File: config.mk
export PLATFORM = sky130hd
export DESIGN_NAME = ep_dbi_req_ctrl
export DESIGN_NICKNAME = d
export VERILOG_FILES = /design/src/rtl/ep_dbi_req_ctrl.sv
export SDC_FILE = /design/constraint.sdc
export NUM_CORES = 1
export LEC_CHECK = 0
export ABC_AREA = 1
export CAP_MARGIN = 20
export CORE_ASPECT_RATIO = 0.7
export CORE_MARGIN = 4
export CORE_UTILIZATION = 45
export DETAILED_ROUTE_END_ITERATION = 12
export PLACE_DENSITY = 0.81
export SLEW_MARGIN = 20
export SYNTH_ARGS = -nofsm -noshare
export SYNTH_HDL_FRONTEND = slang
export SYNTH_SLANG_ARGS = --single-unit
File: constraint.sdc
create_clock -name core_clk -period 4.3 [get_ports core_clk]
set_input_delay 0.645 -clock core_clk [delete_from_list [all_inputs] [get_ports core_clk]]
set_output_delay 0.645 -clock core_clk [all_outputs]
set_load 0.01 [all_outputs]
File: src/rtl/ep_dbi_req_ctrl.sv
// ep_dbi_req_ctrl: upstream front end for the external DBI port.
// Takes one register read/write command at a time, runs the DBI cs/ack
// handshake with a timeout, and returns read data plus an error flag.
//
// Handshakes: a request is taken on a rising core_clk edge where
// req_valid & req_ready, and a response is retired on an edge where
// rsp_valid & rsp_ready. Once valid is raised, the payload stays stable
// until that handshake edge. Only one command is outstanding at a time.
`timescale 1ns/1ps
module ep_dbi_req_ctrl #(
   parameter int unsigned TIMEOUT = 200,  // max cs-high cycles per access (2..255)
   parameter int unsigned GAP_CYC = 2     // cs-low cycles after each access (1..15)
) (
   input  logic        core_clk,
   input  logic        pcie_rst_n,
   input  logic        req_valid,
   output logic        req_ready,
   input  logic        req_wr,
   input  logic [31:0] req_addr,
   input  logic [31:0] req_wdata,
   input  logic [3:0]  req_be,
   input  logic        req_cs2,
   output logic        rsp_valid,
   input  logic        rsp_ready,
   output logic [31:0] rsp_rdata,
   output logic        rsp_err,
   output logic [31:0] dbi_din,
   output logic [3:0]  dbi_wr,
   output logic [31:0] dbi_addr,
   output logic        dbi_cs,
   output logic        dbi_cs2_exp,
   input  logic        dbi_ack,
   input  logic [31:0] dbi_dout,
   output logic [7:0]  err_cnt
);

   typedef enum logic [1:0] {
      ST_IDLE  = 2'd0,
      ST_ISSUE = 2'd1,
      ST_GAP   = 2'd2,
      ST_RESP  = 2'd3
   } state_t;

   localparam logic [7:0] CNT_LAST = 8'(TIMEOUT - 1);
   localparam logic [3:0] GAP_LAST = 4'(GAP_CYC - 1);

   // state is the FSM state for checkers and debug probes
   state_t      state, state_nxt;
   logic [7:0]  cnt, cnt_nxt;          // cs-high cycles of the current access
   logic [3:0]  gap_cnt, gap_cnt_nxt;  // cs-low cycles spent in GAP
   logic        cmd_wr, cmd_wr_nxt;    // latched direction of the command

   logic        req_ready_nxt;
   logic        rsp_valid_nxt;
   logic [31:0] rsp_rdata_nxt;
   logic        rsp_err_nxt;
   logic [31:0] dbi_din_nxt;
   logic [3:0]  dbi_wr_nxt;
   logic [31:0] dbi_addr_nxt;
   logic        dbi_cs_nxt;
   logic        dbi_cs2_exp_nxt;
   logic [7:0]  err_cnt_nxt;

   // State and every output are registered; reset drops dbi_cs at once
   always_ff @(posedge core_clk or negedge pcie_rst_n) begin
      if (!pcie_rst_n) begin
         state       <= ST_IDLE;
         cnt         <= 8'd0;
         gap_cnt     <= 4'd0;
         cmd_wr      <= 1'b0;
         req_ready   <= 1'b1;
         rsp_valid   <= 1'b0;
         rsp_rdata   <= 32'd0;
         rsp_err     <= 1'b0;
         dbi_din     <= 32'd0;
         dbi_wr      <= 4'd0;
         dbi_addr    <= 32'd0;
         dbi_cs      <= 1'b0;
         dbi_cs2_exp <= 1'b0;
         err_cnt     <= 8'd0;
      end else begin
         state       <= state_nxt;
         cnt         <= cnt_nxt;
         gap_cnt     <= gap_cnt_nxt;
         cmd_wr      <= cmd_wr_nxt;
         req_ready   <= req_ready_nxt;
         rsp_valid   <= rsp_valid_nxt;
         rsp_rdata   <= rsp_rdata_nxt;
         rsp_err     <= rsp_err_nxt;
         dbi_din     <= dbi_din_nxt;
         dbi_wr      <= dbi_wr_nxt;
         dbi_addr    <= dbi_addr_nxt;
         dbi_cs      <= dbi_cs_nxt;
         dbi_cs2_exp <= dbi_cs2_exp_nxt;
         err_cnt     <= err_cnt_nxt;
      end
   end

   // Next state and next register values; everything holds unless changed
   always_comb begin
      state_nxt       = state;
      cnt_nxt         = cnt;
      gap_cnt_nxt     = gap_cnt;
      cmd_wr_nxt      = cmd_wr;
      req_ready_nxt   = req_ready;
      rsp_valid_nxt   = rsp_valid;
      rsp_rdata_nxt   = rsp_rdata;
      rsp_err_nxt     = rsp_err;
      dbi_din_nxt     = dbi_din;
      dbi_wr_nxt      = dbi_wr;
      dbi_addr_nxt    = dbi_addr;
      dbi_cs_nxt      = dbi_cs;
      dbi_cs2_exp_nxt = dbi_cs2_exp;
      err_cnt_nxt     = err_cnt;

      unique case (state)
         ST_IDLE: begin
            if (req_valid && req_ready) begin
               cmd_wr_nxt      = req_wr;
               dbi_addr_nxt    = req_addr;
               dbi_din_nxt     = req_wdata;
               dbi_cs2_exp_nxt = req_cs2;
               dbi_wr_nxt      = req_wr ? req_be : 4'h0;
               req_ready_nxt   = 1'b0;
               if (req_wr && (req_be == 4'h0)) begin
                  // empty write: nothing to put on the bus, answer at once
                  state_nxt     = ST_RESP;
                  rsp_valid_nxt = 1'b1;
                  rsp_rdata_nxt = 32'd0;
                  rsp_err_nxt   = 1'b0;
               end else begin
                  state_nxt  = ST_ISSUE;
                  dbi_cs_nxt = 1'b1;
                  cnt_nxt    = 8'd0;
               end
            end
         end

         ST_ISSUE: begin
            if (dbi_ack) begin
               // ack beats a timeout landing in the same cycle
               state_nxt     = ST_GAP;
               dbi_cs_nxt    = 1'b0;
               gap_cnt_nxt   = 4'd0;
               rsp_rdata_nxt = cmd_wr ? 32'd0 : dbi_dout;
               rsp_err_nxt   = 1'b0;
            end else if (cnt == CNT_LAST) begin
               state_nxt     = ST_GAP;
               dbi_cs_nxt    = 1'b0;
               gap_cnt_nxt   = 4'd0;
               rsp_rdata_nxt = 32'd0;
               rsp_err_nxt   = 1'b1;
               if (err_cnt != 8'hFF) begin
                  err_cnt_nxt = err_cnt + 8'd1;
               end
            end else begin
               cnt_nxt = cnt + 8'd1;
            end
         end

         ST_GAP: begin
            // late acks from the target are dropped here
            if (gap_cnt == GAP_LAST) begin
               state_nxt     = ST_RESP;
               rsp_valid_nxt = 1'b1;
            end else begin
               gap_cnt_nxt = gap_cnt + 4'd1;
            end
         end

         ST_RESP: begin
            if (rsp_ready) begin
               state_nxt     = ST_IDLE;
               rsp_valid_nxt = 1'b0;
               req_ready_nxt = 1'b1;
            end
         end

         default: begin
            state_nxt = ST_IDLE;
         end
      endcase
   end

endmodule

== After elaboration in Yosys (flattened, before gate mapping) ==
Index checks and enable logic that the tools add are counted.

* ROM bits: 0
* Flip-flop bits (word level): 128
* Memories kept: 0
* Memory bits (writable): 0
* Word-level logic and storage cells: 91
* Bits in latches: 0
* Output and inout port bits: 113

* Equal/unequal tests: 15
* Multiply operators: 0
* Div/mod/pow operators: 0
* Bitwise logic cells: 1
* Order comparisons: 0
* Mux-type cells: 41
* Add/sub/neg operators: 3
* Reductions and logical operators: 17
* Shift-type cells: 0

{| class="wikitable"
|+ Operators with widths
! kind !! number
|-
| $mux 32 || 5
|-
| $pmux 32 s2 || 1
|-
| $mux 8 || 4
|-
| $add 8x1->8 const B || 2
|-
| $mux 4 || 4
|-
| $ne 2x2->1 const B || 8
|-
| $pmux 8 s2 || 1
|-
| $reduce_and 4->1 || 4
|-
| $mux 1 || 14
|-
| $mux 2 || 6
|-
| $reduce_and 5->1 || 2
|-
| $eq 8x8->1 const B || 1
|-
| $ne 8x8->1 const B || 1
|-
| $pmux 2 s4 || 1
|-
| $pmux 4 s2 || 1
|-
| $pmux 1 s2 || 3
|-
| $reduce_and 3->1 || 2
|-
| $reduce_bool 2->1 || 3
|-
| $add 4x1->4 const B || 1
|-
| $eq 2x2->1 const B || 2
|-
| $eq 4x1->1 const B || 1
|-
| $logic_not 4->1 || 1
|-
| $ne 3x3->1 const B || 1
|-
| $pmux 1 s3 || 1
|-
| other kinds (6) || 7
|}

== Longest topological paths before layout ==
* Word-level depth: 5
* Depth in mapped cells: 9
* Depth with buffers taken out: 9

== Worst setup path after synthesis ==
No wires, ideal clock.

* Path type: input to register
* Start: input req_be[3]
* End: register rsp_rdata[0]
* Slack: 2.689 ns
* Stages on the path: 7
* Library setup time: 0.117 ns
* Path buffers: 1
* Data arrival time: 1.495 ns
* Cell sequence: nor2_1 > nand3_1 > o21ai_4 > nand2_4 > buf_6 > nand2_1 > nand2_1

* Cells in the longest elaborated chain, start to end: 4

{| class="wikitable"
|+ RTL lines
! what !! RTL line !! RTL
|-
| start: declaration || 21 || <nowiki>input logic [3:0] req_be,</nowiki>
|-
| $logic_not 4->1 || 125 || <nowiki>if (req_wr && (req_be == 4'h0)) begin</nowiki>
|-
| $logic_and 1x1->1 || 125 ||
|-
| $ne 2x2->1 (no line) || - ||
|-
| $reduce_and 4->1 (no line) || - ||
|-
| end signal: assignment || 88 || <nowiki>rsp_rdata <= rsp_rdata_nxt;</nowiki>
|-
| end: declaration || 25 || <nowiki>output logic [31:0] rsp_rdata,</nowiki>
|}

Every way passes these cells.
A chain may end at the register's enable or synchronous reset.

== Final worst setup path ==
* Start: register state[1]
* End: register rsp_rdata[8]

* Cells in the longest elaborated chain, start to end: 3
* Elaborated cells on any way between the ends: 8

{| class="wikitable"
|+ RTL lines
! what !! RTL line !! RTL
|-
| start: declaration || 48 || <nowiki>state_t state, state_nxt;</nowiki>
|-
| start signal: assignment || 82 || <nowiki>state <= state_nxt;</nowiki>
|-
| $eq 2x1->1 / $logic_not 2->1 (equally long branches) || 116 || <nowiki>unique case (state)</nowiki>
|-
| $ne 3x3->1 (no line) (tied with other cells) || - ||
|-
| $reduce_and 4->1 (no line) || - ||
|}

Parallel ways exist; a longest one is shown, timed or not.

==> run summary <==
Post-DP HPWL - 11870 um
WL final - 16800 um
Hold crit path type - in2async
Antenna violations before repair - 0
Most used DFF post-synth - dfrtp_1
Complex-gate fraction of the synthesized area - 0.01732
Final setup vio count - 0
Sequential area share after synthesis - 0.5477
Int Power - 0.002220 W
Post-synthesis mux area share - 0
Setup Slack @ Placement - 1.672 ns
CP required - 4.64 ns
RSZ-0062 raised after global routing - no
Synthesized area - 5851 um2
Post-route ant nets - 0
Gp weighted congestion - 0.8306
Diode count - 0
Via count - 5459
CTS Buf Count - 17
Syn_nets - 863
GRT Resource Usage Total - 0.2207
Largest net degree at the start of global routing - 75
CP Data Arrival Time - 2.88 ns
Max frequency - 394.2 MHz
Hold buffer count at CTS - 0
Die Wd - 144.3 um
CTS Buffer Depth - 2
Placeable Area - 12550 um2
Io pins - 220
Root Buffer - clkbuf_16
Rel. slew slack - 0.3617
Worst Setup End Kind - register
Setup TNS - 0 ns
Post-synthesis adder-cell area fraction - 0.01925
Status - completed
Slew at the pin with the worst max-slew slack - 0.9575 ns
Fillers - 1016
TritonCTS clock tree - done
Post-synth EDFFs - 0
Cell seen most often among critical-path stages - nand2_1
# Max-Cap Violations - 0
Layout cells sized above 1 - 0.05036
Gr ovfl total - 0
Worst r2r path cells - 8
CP top delay family - simple AND/OR/NAND/NOR gates
Row count - 34
Final Non-Filler Cells - 1135
Final worst slack - 1.763 ns
CP Max Fanout - 41
Synthesis Warnings - 0
Slowest CP cell - nand2_4
Synth Area in Simple Gates - 0.3405
Post_cts resized - 0
Post-DR wirelength/cell - 14.80 um
Net Switching - 0.0005844 W
Die area - 14920 um2
Sequential Power Share - 0.430
Largest family of logic cells by synthesized area - simple AND/OR/NAND/NOR gates
CP max stage delay - 0.54 ns
Syn Area/Cell - 7.832 um2
Post-Synthesis Cells - 747
Final Hold Viols - 0
Area Growth Syn to Fin - 49.04%
PD cells - 321.7 nW/um2
Peak supply drop - 258.8 uV
Max Transition Viols Final - 0
XOR/XNOR Fraction of Synth Area - 0.008982
Starting Density - 0.4662
Drt drc - 0
Clock transition at path regs - 0.06 ns
Layout Skew - 0.009452 ns
DR pass1 iterations - 4
Instance count on the critical path - 8
CTS H-Tree Depth - 4
Worst skew pair latency - 0.41 ns
# Post-CTS Setup Buffers - 0
Gate power share - 0.048
Library cells used by synthesis - 25
Leakage - 4.489 nW
Die Ht - 103.4 um
#FFs+latches synth - 128
Final net count - 1076
Clock period minus worst slack - 2.537 ns
Most common cell after layout, fill and taps aside - nand2_1
Startpoint types - register
Critical-path cell list - inv_1 -> ha_1 -> inv_2 -> nor2_1 -> nand2_2 -> nand2_4 -> nand2_1 -> nand2_1
Most frequent cells in the layout - 375 x nand2_1, 218 x clkdlybuf4s50_1, 127 x dfrtp_1, 55 x inv_1, 54 x nor2_1
Switching Share - 0.2084
Crit path buf inv count - 2
First-pass GRT wire length - 25860 um
IO buf count - 219
Placed Cells - 1103
Vias in the first global route - 5078
Clock power share - 0.522
TritonCTS Sinks - 128
Avg Vias per Cell - 4.810
Worst setup path class - reg2reg
Final Cycle Share - 0.5900
Initial drt markers - 282
Async set-reset flop share out of synthesis - 1.000
through the flow:
stage	total power (W)	cell area [um2]	utilization	hold slack (ns)
global route	0.002900	8720	0.6948	0.4526
global placement	0.001363	8112	0.6464	0.4550
finish	0.002805	8720	0.6948	0.3754
detailed placement	0.001363	8112	0.6464	0.4573
floorplan	0.001237	5851	-	0.3494
CTS	0.002832	8718	0.6947	0.4126
Yosys cell counts, types with 3 or more instances:
master | instances | area share
nand2_1 | 375 | 0.24
dfrtp_1 | 127 | 0.54
inv_1 | 56 | 0.036
nor2_1 | 54 | 0.035
nand3_1 | 52 | 0.044
buf_2 | 13 | 0.011
o21ai_0 | 10 | 0.0086
clkbuf_1 | 9 | 0.0058
ha_1 | 9 | 0.019
nand4_1 | 8 | 0.0086
o21ai_1 | 5 | 0.0043
buf_4 | 4 | 0.0051
buf_6 | 4 | 0.0077
nand2_2 | 3 | 0.0032
xnor2_1 | 3 | 0.0045
xor2_1 | 3 | 0.0045
logic make-up after synthesis:
group,Yosys count
buffers and inverters,87
XOR/XNOR,6
AO/OA/AOI/OAI,18
flip-flops,128
AND/OR/NAND/NOR,499
adder cells (fa/ha/maj),9
flip-flops by register name, indices dropped and copies added, names as in the netlist, 2 cells and up:
signal and count:
dbi_addr 32, err_cnt 8, rsp_rdata 32, gap_cnt 4, dbi_wr 4, dbi_din 32, cnt 8, state 2
cell type report:
type                       instances  area [um2]  share of cell area
sequential                       128        3204              0.3675
timing repair buffer             224        2227              0.2554
multi-input combinational        532        2263              0.2596
clock buffer                      19       442.9             0.05080
inverter                          57       215.2             0.02468
tap                              162       202.7             0.02325
clock inverter                    13       163.9             0.01880
power by group through the flow:
| stage | combinational [W] | clock [W] | sequential, W |
|---|---|---|---|
| floorplan | 0.00000933 | 0 | 0.00123 |
| global placement | 0.000135 | 0 | 0.00123 |
| CTS | 0.000137 | 0.00149 | 0.00121 |
| global route | 0.000147 | 0.00155 | 0.00120 |
| detailed placement | 0.000136 | 0 | 0.00123 |
| finish | 0.000135 | 0.00146 | 0.00121 |
final timing paths:
kind	from	to	slack [ns]
setup / recovery	state[1]$_DFFE_PN0P_	rsp_rdata[8]$_DFFE_PN0P_	1.76
hold / removal	pcie_rst_n	dbi_din[12]$_DFFE_PN0P_	0.38
setup reg to reg	state[1]$_DFFE_PN0P_	rsp_rdata[8]$_DFFE_PN0P_	1.76
hold reg to reg	rsp_err$_DFFE_PN0P_	rsp_err$_DFFE_PN0P_	0.47
max in group asynchronous	pcie_rst_n	dbi_din[25]$_DFFE_PN0P_	2.96
min in group core_clk	rsp_err$_DFFE_PN0P_	rsp_err$_DFFE_PN0P_	0.47
per-layer routing:
metal / vias to the layer above / track usage / routed length [um]
met5: - / 0 / 0
met4: 0 / 0.07168 / 223
met3: 23 / 0.05653 / 1172
met2: 189 / 0.3454 / 7658
met1: 2543 / 0.3044 / 7743
li1: 2704 / - / -
Note: power is estimated with default switching activity, not from simulation.
